`config.mk`:
```
export PLATFORM = sky130hd
export DESIGN_NAME = trg_out_ctrl_nch_flat
export DESIGN_NICKNAME = d
export VERILOG_FILES = /design/src/rtl/trg_out_pkg.sv /design/src/rtl/trg_out_ctrl_nch_if.sv /design/src/rtl/trg_dead_timer.sv /design/src/rtl/trg_out_ctrl_nch.sv /design/src/flat_wrapper.sv
export SDC_FILE = /design/constraint.sdc
export NUM_CORES = 1
export LEC_CHECK = 0
export ABC_AREA = 1
export CAP_MARGIN = 10
export CORE_AREA = 2 2 129 131
export DETAILED_ROUTE_END_ITERATION = 6
export DIE_AREA = 0 0 131 133
export PLACE_DENSITY = 0.67
export SLEW_MARGIN = 20
export SYNTH_ARGS = -nofsm -noshare
export SYNTH_HDL_FRONTEND = slang
export SYNTH_SLANG_ARGS = --single-unit
```
`constraint.sdc`:
```
create_clock -name clk_in -period 5.65 [get_ports clk_in]
set_input_delay 1.13 -clock clk_in [delete_from_list [all_inputs] [get_ports clk_in]]
set_output_delay 1.13 -clock clk_in [all_outputs]
set_load 0.1 [all_outputs]
```
`src/rtl/trg_out_pkg.sv`:
```
// Shared types and defaults for the N-channel trigger output controller.
// Holds the FSM state encoding, mode encodings and the dead-time product helper.
package trg_out_pkg;

  typedef enum logic [2:0] {
    ST_IDLE,
    ST_DEAD,
    ST_WAIT_BUSY,
    ST_ARMED,
    ST_SEND_TRG,
    ST_CHK_GAP,
    ST_SEND_CHK
  } state_t;

  typedef enum logic [1:0] {
    MODE_BUSY_CHK = 2'b00,
    MODE_FIXED_DT = 2'b01,
    MODE_BURST    = 2'b10,
    MODE_ALIAS    = 2'b11
  } mode_t;

  localparam int unsigned DEF_N_OUT    = 16;
  localparam int unsigned DEF_N_BUSY   = 2;
  localparam int unsigned DEF_TRG_PW   = 20;
  localparam int unsigned DEF_CHK_GAP  = 10;
  localparam int unsigned DEF_CHK_PW   = 50;
  localparam int unsigned DEF_CHK_LOG2 = 12;
  localparam int unsigned DEF_DT_UNIT  = 500;
  localparam int unsigned TMR_W        = 20;

  // 255 * 500 fits in 20 bits, so the product is exact at the default unit.
  function automatic logic [TMR_W-1:0] dt_cycles(input logic [7:0] t,
                                                  input logic [TMR_W-1:0] unit);
    return {{(TMR_W-8){1'b0}}, t} * unit;
  endfunction

endpackage

```
`src/rtl/trg_out_ctrl_nch_if.sv`:
```
// Control/status bundle of the trigger output controller.
// slave is the controller's view, master the driving environment's view.
interface trg_out_ctrl_nch_if #(
  parameter int unsigned N_OUT  = trg_out_pkg::DEF_N_OUT,
  parameter int unsigned N_BUSY = trg_out_pkg::DEF_N_BUSY
) ();

  logic [2:0]        trg_src_in;
  logic [2:0]        trg_src_mask_in;
  logic [N_BUSY-1:0] busy_syn_in;
  logic [N_BUSY-1:0] busy_mask_in;
  logic              pmu_busy_in;
  logic [1:0]        mode_in;
  logic              trg_enb_in;
  logic [7:0]        dead_time_in;
  logic [7:0]        burst_time_in;
  logic [N_OUT-1:0]  out_enb_in;
  logic              cnt_clr_in;
  logic              eff_trg_out;
  logic [15:0]       eff_trg_cnt_out;
  logic [15:0]       lost_trg_cnt_out;
  logic              busy_out;
  logic [N_OUT-1:0]  trg_out_N;

  modport slave (
    input  trg_src_in, trg_src_mask_in, busy_syn_in, busy_mask_in, pmu_busy_in,
           mode_in, trg_enb_in, dead_time_in, burst_time_in, out_enb_in, cnt_clr_in,
    output eff_trg_out, eff_trg_cnt_out, lost_trg_cnt_out, busy_out, trg_out_N
  );

  modport master (
    output trg_src_in, trg_src_mask_in, busy_syn_in, busy_mask_in, pmu_busy_in,
           mode_in, trg_enb_in, dead_time_in, burst_time_in, out_enb_in, cnt_clr_in,
    input  eff_trg_out, eff_trg_cnt_out, lost_trg_cnt_out, busy_out, trg_out_N
  );

endinterface

```
`src/rtl/trg_dead_timer.sv`:
```
// 20-bit elapsed-cycle timer shared by the dead time and the pulse-width phases.
// The limit is compared live every cycle, so it may change while counting.
module trg_dead_timer
  import trg_out_pkg::*;
(
  input  logic             clk_in,
  input  logic             rst_in,
  input  logic             i_clr,
  input  logic [TMR_W-1:0] i_limit,
  output logic             o_done
);

  logic [TMR_W-1:0] r_cnt;

  always_ff @(posedge clk_in) begin
    if (rst_in || i_clr) begin
      r_cnt <= '0;
    end else if (r_cnt != '1) begin
      r_cnt <= r_cnt + 1'b1;
    end
  end

  // r_cnt counts cycles already spent; a limit of 0 behaves like 1.
  assign o_done = ({1'b0, r_cnt} + (TMR_W+1)'(1)) >= {1'b0, i_limit};

endmodule

```
`src/rtl/trg_out_ctrl_nch.sv`:
```
// Trigger output controller: qualifies trigger sources against busy/dead time,
// emits active-low trigger pulses plus a periodic check pulse, and counts triggers.
module trg_out_ctrl_nch
  import trg_out_pkg::*;
#(
  parameter int unsigned N_OUT    = DEF_N_OUT,
  parameter int unsigned N_BUSY   = DEF_N_BUSY,
  parameter int unsigned TRG_PW   = DEF_TRG_PW,
  parameter int unsigned CHK_GAP  = DEF_CHK_GAP,
  parameter int unsigned CHK_PW   = DEF_CHK_PW,
  parameter int unsigned CHK_LOG2 = DEF_CHK_LOG2,
  parameter int unsigned DT_UNIT  = DEF_DT_UNIT
) (
  input logic               clk_in,
  input logic               rst_in,
  trg_out_ctrl_nch_if.slave bus
);

  state_t           r_state;
  state_t           w_state_nxt;
  state_t           w_after;
  mode_t            w_mode;
  logic             r_src0_d;
  logic             r_eff_trg;
  logic             r_busy;
  logic [15:0]      r_eff_cnt;
  logic [15:0]      r_lost_cnt;
  logic [N_OUT-1:0] r_trg_n;
  logic [N_OUT-1:0] w_out_enb;
  logic             w_fire;
  logic             w_ready;
  logic             w_chk_due;
  logic             w_take_trg;
  logic             w_pulse_nxt;
  logic             w_tmr_clr;
  logic             w_tmr_done;
  logic [TMR_W-1:0] w_tmr_limit;

  assign w_mode    = mode_t'(bus.mode_in);
  assign w_out_enb = bus.out_enb_in;

  assign w_fire = (bus.trg_src_in[0] & ~r_src0_d & bus.trg_src_mask_in[0])
                | (bus.trg_src_in[1] & bus.trg_src_mask_in[1])
                | (bus.trg_src_in[2] & bus.trg_src_mask_in[2]);

  assign w_ready = ~bus.pmu_busy_in
                 & ((w_mode == MODE_FIXED_DT) | (w_mode == MODE_BURST)
                    | ~|(bus.busy_syn_in & bus.busy_mask_in));

  assign w_chk_due = (r_eff_cnt[CHK_LOG2-1:0] == '0);
  assign w_after   = bus.trg_enb_in ? ST_DEAD : ST_IDLE;

  always_comb begin
    w_tmr_limit = '0;
    case (r_state)
      ST_DEAD: begin
        if (w_mode == MODE_FIXED_DT) begin
          w_tmr_limit = dt_cycles(bus.dead_time_in, TMR_W'(DT_UNIT));
        end else if (w_mode == MODE_BURST) begin
          w_tmr_limit = dt_cycles(bus.burst_time_in, TMR_W'(DT_UNIT));
        end
      end
      ST_SEND_TRG: w_tmr_limit = TMR_W'(TRG_PW);
      ST_CHK_GAP:  w_tmr_limit = TMR_W'(CHK_GAP);
      ST_SEND_CHK: w_tmr_limit = TMR_W'(CHK_PW);
      default:     w_tmr_limit = '0;
    endcase
  end

  always_comb begin
    w_state_nxt = r_state;
    case (r_state)
      ST_IDLE:      if (bus.trg_enb_in) w_state_nxt = ST_DEAD;
      ST_DEAD:      if (w_tmr_done) w_state_nxt = ST_WAIT_BUSY;
      ST_WAIT_BUSY: if (w_ready) w_state_nxt = ST_ARMED;
      ST_ARMED: begin
        if (!bus.trg_enb_in)  w_state_nxt = ST_IDLE;
        else if (!w_ready)    w_state_nxt = ST_WAIT_BUSY;
        else if (w_fire)      w_state_nxt = ST_SEND_TRG;
      end
      ST_SEND_TRG:  if (w_tmr_done) w_state_nxt = w_chk_due ? ST_CHK_GAP : w_after;
      ST_CHK_GAP:   if (w_tmr_done) w_state_nxt = ST_SEND_CHK;
      ST_SEND_CHK:  if (w_tmr_done) w_state_nxt = w_after;
      default:      w_state_nxt = ST_IDLE;
    endcase
  end

  assign w_take_trg  = (r_state == ST_ARMED) && (w_state_nxt == ST_SEND_TRG);
  assign w_pulse_nxt = (w_state_nxt == ST_SEND_TRG) || (w_state_nxt == ST_SEND_CHK);
  assign w_tmr_clr   = (w_state_nxt != r_state);

  trg_dead_timer u_timer (
    .clk_in  (clk_in),
    .rst_in  (rst_in),
    .i_clr   (w_tmr_clr),
    .i_limit (w_tmr_limit),
    .o_done  (w_tmr_done)
  );

  // Outputs are registered from the next state so the pulse lines up with the state.
  always_ff @(posedge clk_in) begin
    if (rst_in) begin
      r_state    <= ST_IDLE;
      r_src0_d   <= 1'b0;
      r_eff_trg  <= 1'b0;
      r_busy     <= 1'b0;
      r_trg_n    <= '1;
      r_eff_cnt  <= '0;
      r_lost_cnt <= '0;
    end else begin
      r_state   <= w_state_nxt;
      r_src0_d  <= bus.trg_src_in[0];
      r_eff_trg <= w_take_trg;
      r_busy    <= !((w_state_nxt == ST_ARMED) || (w_state_nxt == ST_IDLE));
      r_trg_n   <= ~({N_OUT{w_pulse_nxt}} & w_out_enb);
      if (bus.cnt_clr_in) begin
        r_eff_cnt  <= '0;
        r_lost_cnt <= '0;
      end else begin
        if (w_take_trg) begin
          r_eff_cnt <= r_eff_cnt + 16'd1;
        end
        if (w_fire && bus.trg_enb_in && !w_take_trg && (r_lost_cnt != '1)) begin
          r_lost_cnt <= r_lost_cnt + 16'd1;
        end
      end
    end
  end

  assign bus.eff_trg_out      = r_eff_trg;
  assign bus.eff_trg_cnt_out  = r_eff_cnt;
  assign bus.lost_trg_cnt_out = r_lost_cnt;
  assign bus.busy_out         = r_busy;
  assign bus.trg_out_N        = r_trg_n;

endmodule

```
`src/flat_wrapper.sv`:
```
// flat-port wrapper written by rule: the top's interface ports become plain ports
module trg_out_ctrl_nch_flat import trg_out_pkg::*;
#(
  parameter int unsigned N_OUT    = DEF_N_OUT,
  parameter int unsigned N_BUSY   = DEF_N_BUSY,
  parameter int unsigned TRG_PW   = DEF_TRG_PW,
  parameter int unsigned CHK_GAP  = DEF_CHK_GAP,
  parameter int unsigned CHK_PW   = DEF_CHK_PW,
  parameter int unsigned CHK_LOG2 = DEF_CHK_LOG2,
  parameter int unsigned DT_UNIT  = DEF_DT_UNIT
)
  (clk_in, rst_in, bus_trg_src_in, bus_trg_src_mask_in, bus_busy_syn_in, bus_busy_mask_in, bus_pmu_busy_in, bus_mode_in, bus_trg_enb_in, bus_dead_time_in, bus_burst_time_in, bus_out_enb_in, bus_cnt_clr_in, bus_eff_trg_out, bus_eff_trg_cnt_out, bus_lost_trg_cnt_out, bus_busy_out, bus_trg_out_N);
  trg_out_ctrl_nch_if #(.N_OUT(N_OUT), .N_BUSY(N_BUSY)) bus_i ();
  input logic clk_in;
  input logic rst_in;
  input wire logic [$bits(bus_i.trg_src_in)-1:0] bus_trg_src_in;
  input wire logic [$bits(bus_i.trg_src_mask_in)-1:0] bus_trg_src_mask_in;
  input wire logic [$bits(bus_i.busy_syn_in)-1:0] bus_busy_syn_in;
  input wire logic [$bits(bus_i.busy_mask_in)-1:0] bus_busy_mask_in;
  input wire logic [$bits(bus_i.pmu_busy_in)-1:0] bus_pmu_busy_in;
  input wire logic [$bits(bus_i.mode_in)-1:0] bus_mode_in;
  input wire logic [$bits(bus_i.trg_enb_in)-1:0] bus_trg_enb_in;
  input wire logic [$bits(bus_i.dead_time_in)-1:0] bus_dead_time_in;
  input wire logic [$bits(bus_i.burst_time_in)-1:0] bus_burst_time_in;
  input wire logic [$bits(bus_i.out_enb_in)-1:0] bus_out_enb_in;
  input wire logic [$bits(bus_i.cnt_clr_in)-1:0] bus_cnt_clr_in;
  output wire logic [$bits(bus_i.eff_trg_out)-1:0] bus_eff_trg_out;
  output wire logic [$bits(bus_i.eff_trg_cnt_out)-1:0] bus_eff_trg_cnt_out;
  output wire logic [$bits(bus_i.lost_trg_cnt_out)-1:0] bus_lost_trg_cnt_out;
  output wire logic [$bits(bus_i.busy_out)-1:0] bus_busy_out;
  output wire logic [$bits(bus_i.trg_out_N)-1:0] bus_trg_out_N;
  assign bus_i.trg_src_in = bus_trg_src_in;
  assign bus_i.trg_src_mask_in = bus_trg_src_mask_in;
  assign bus_i.busy_syn_in = bus_busy_syn_in;
  assign bus_i.busy_mask_in = bus_busy_mask_in;
  assign bus_i.pmu_busy_in = bus_pmu_busy_in;
  assign bus_i.mode_in = bus_mode_in;
  assign bus_i.trg_enb_in = bus_trg_enb_in;
  assign bus_i.dead_time_in = bus_dead_time_in;
  assign bus_i.burst_time_in = bus_burst_time_in;
  assign bus_i.out_enb_in = bus_out_enb_in;
  assign bus_i.cnt_clr_in = bus_cnt_clr_in;
  assign bus_eff_trg_out = bus_i.eff_trg_out;
  assign bus_eff_trg_cnt_out = bus_i.eff_trg_cnt_out;
  assign bus_lost_trg_cnt_out = bus_i.lost_trg_cnt_out;
  assign bus_busy_out = bus_i.busy_out;
  assign bus_trg_out_N = bus_i.trg_out_N;
  trg_out_ctrl_nch #(.N_OUT(N_OUT), .N_BUSY(N_BUSY), .TRG_PW(TRG_PW), .CHK_GAP(CHK_GAP), .CHK_PW(CHK_PW), .CHK_LOG2(CHK_LOG2), .DT_UNIT(DT_UNIT)) u_core (.clk_in(clk_in), .rst_in(rst_in), .bus(bus_i));
endmodule
```
==> flow_summary.yaml <==
routing:
  via_per_inst: 4.99
  avgRoutedWirePerCell_um: 13.5
  ant_nets: 0
  drc: 0
  drtPass1Iterations: 4
  drtIter0Drc: 232
  vias: 6774
  wirelength_mm: 18.4
clock_tree:
  clock-sinks: 74
  numCtsBuffers: 9
  clkSlewWorstSetupHoldPaths_ps: 60
  postCtsHoldBufs: 0
  htree_levels: 3
  clock-root-buffer: "clkbuf_16"
  clk-insertion-delay-late_ps: 340
  cts_tree: "built"
  cts.path.max_buffers: 2
critical_path:
  r2r_end: "u_core.u_timer.r_cnt[5]"
  crit_slowest_cell: "fa_1"
  crit_family: "adder cells"
  critPathRequiredTime_ps: 5860
  crit_start: "bus_burst_time_in[2]"
  cp-start-kind: "input pin"
  r2r_start: "u_core.r_state[0]"
  worst_path_largest_cell_delay_ps: 570
  cp.arrival_ps: 6500
  path_max_fanout: 5
  path_buf_inv: 7
  r2r_setup_slack_ps: 1880
  endpoint_kind: "register"
  reg2regPathDepth: 22
  crit_type: "input pin to register"
floorplanning:
  dieArea_mm2: 0.0174
  start_util: 0.437
  fp.coreArea_mm2: 0.0162
  ios: 99
  die_h_um: 133
  rows: 47
  die_w_um: 131
placement:
  hpwlAfterDp_mm: 13.9
  gp_congestion: 0.873
  port_buffers: 98
  placed_cell_area_mm2: 0.00904
yosys:
  synth_warnings: 0
  synthFlopType: "dfxtp_1"
  synth_area_mm2: 0.00706
  async_flop_share: 0
  ys_seq_elements: 74
  synth_nets: 1120
  ys_types: 43
  synth-edff-count: 0
  netlist_instances: 932
  syn_area_per_cell_um2: 7.57
  yosysSeqAreaShare: 0.210
sta:
  max_freq_mhz: 159
  worst_pin_slew_ps: 1030
  setup_viol: 40
  finalCritPeriodShare: 1.11
  fin_skew_ps: 9.37
  relSlewSlack: 0.312
  min_period_ps: 6290
  hold_violations: 0
  layout_setup_ws_ps: -644
  rsz0062_at_grt: "yes"
  finalMaxSlewViolations: 0
finish:
  syn_to_final_growth_pct: 42.6
  layout_commonest_cell: "inv_1"
  final_cell_mix: "inv_1 (154), nand2_1 (125), buf_4 (86), clkdlybuf4s50_1 (85), ha_1 (81)"
  finish.utilization: 0.622
  drive_gt1_frac: 0.234
  finish.net_count: 1322
  final_area_mm2: 0.0101
  diodes: 0
pwr:
  vdd_drop_max_mv: 0.245
  power.leakage_nw: 4.43
  power_switching_mw: 1.69
  seq_power_share: 0.139
  p_total_mw: 4.04
  clock_power_share: 0.152
  switching_share: 0.418
  p_per_area_mw_per_mm2: 401
  intPower_mw: 2.35
  power_frac_comb: 0.709
global_route:
  grt_usage: 0.220
  antenna_found_initial: 0
  overflow: 0
  grt_pass1_wl_mm: 31.3
  grt_start_max_net_pins: 21
  grt_pass1_vias: 6906
hold_path:
  hold_depth: 1
  min_from: "u_core.bus.eff_trg_cnt_out[15]"
  min_to: "u_core.bus.eff_trg_cnt_out[15]"
  hold_class: "register to register"
status:
  violations: "negative setup slack"
  status: "finished with violations"
run:
  cap_viol_max_count: 0
state kept, by name, indices dropped and copies added, names as in the netlist:
signal	flops
u_core.u_timer.r_cnt	20
u_core.bus.eff_trg_cnt_out	16
u_core.bus.lost_trg_cnt_out	16
u_core.bus.trg_out_N	16
u_core.r_state	3
u_core.bus.busy_out	1
u_core.bus.eff_trg_out	1
u_core.r_src0_d	1
worst register-to-register path, delay by kind of cell, from the launching register on:
| family | cells | cell delay [ps] |
|---|---|---|
| AOI/OAI and AO/OA | 3 | 500 |
| adders and majority gates | 1 | 340 |
| buffers and inverters | 6 | 750 |
| and+or+nand+nor | 12 | 1680 |
| DFF | 1 | 390 |
worst max path at each step:
| stage | depth (start not counted) | to |
|---|---|---|
| finish | 35 | u_core.u_timer.r_cnt[5] |
| global route | 35 | u_core.u_timer.r_cnt[5] |
| CTS | 34 | u_core.u_timer.r_cnt[8] |
| detailed placement | 29 | u_core.u_timer.r_cnt[8] |
| global placement | 31 | u_core.u_timer.r_cnt[12] |
| floorplan | 31 | u_core.u_timer.r_cnt[0] |
cell usage after synthesis, types with 7 or more instances:
| cell | n | share of area |
|---|---|---|
| xor2_1 | 12 | 0.015 |
| inv_1 | 167 | 0.089 |
| dfxtp_1 | 74 | 0.21 |
| clkbuf_1 | 7 | 0.0037 |
| xnor2_1 | 13 | 0.016 |
| nand4_1 | 11 | 0.0097 |
| nor2_1 | 86 | 0.046 |
| nor4_1 | 9 | 0.0080 |
| fa_1 | 43 | 0.12 |
| nor3_2 | 20 | 0.028 |
| o21ai_0 | 46 | 0.033 |
| a31oi_1 | 9 | 0.0080 |
| a21oi_1 | 58 | 0.041 |
| nand2_1 | 133 | 0.071 |
| nand3_2 | 7 | 0.0099 |
| nand3_1 | 49 | 0.035 |
| ha_1 | 96 | 0.17 |
| nor3_1 | 38 | 0.027 |
per-layer routing:
layer	wire (um)	part of all wire	track usage	vias up
met5	0	0	0	-
met4	358	0.019	0.0609	0
met3	869	0.047	0.0453	32
met2	9030	0.49	0.380	131
met1	8110	0.44	0.276	3147
li1	-	-	-	3464
per-stage QoR:
step | cells | worst slack, ps | hold WS, ps | setup TNS (ps)
floorplan | 932 | -209 | 559 | -6290
CTS | 1359 | -507 | 473 | -15350
global route | 1358 | -1030 | 500 | -34310
detailed placement | 1319 | -1220 | 463 | -46440
finish | 1358 | -644 | 478 | -20110
global placement | 1319 | -1130 | 442 | -43500
power by group through the flow:
stage               Combinational (mW)  Sequential [mW]  Clock, mW
global route                      3.15            0.562      0.648
detailed placement                2.03            0.570          0
finish                            2.86            0.560      0.614
global placement                  2.00            0.570          0
floorplan                         1.26            0.608          0
CTS                               2.82            0.559      0.623
what timing repair did:
| item | 4_1_cts | 5_1_grt |
|---|---|---|
| gates resized for setup | 120 | 34 |
| setup endpoints to repair | 40 | 40 |
| gates cloned | 5 | 0 |
| pin swaps | 70 | 35 |
| setup buffers | 20 | 5 |
final cells by class:
type	instances	area [um^2]
Fill cell	1407	6110
Clock inverter	6	90.1
Multi-Input combinational cell	672	5350
Clock buffer	9	225
Timing Repair Buffer	206	1980
Tap cell	220	275
Sequential cell	74	1480
Inverter	171	664
kinds of logic (layout without fill, tap and decap cells):
family	count (synthesis)	count (layout)	synth area share
and+or+nand+nor	377	377	0.261
xor gates and xnor gates	25	25	0.0310
DFF	74	74	0.210
AOI/OAI and AO/OA	131	131	0.101
adders and majority gates	139	139	0.292
buffers and inverters	186	392	0.105
No activity file was read; power rests on OpenSTA's default activity.
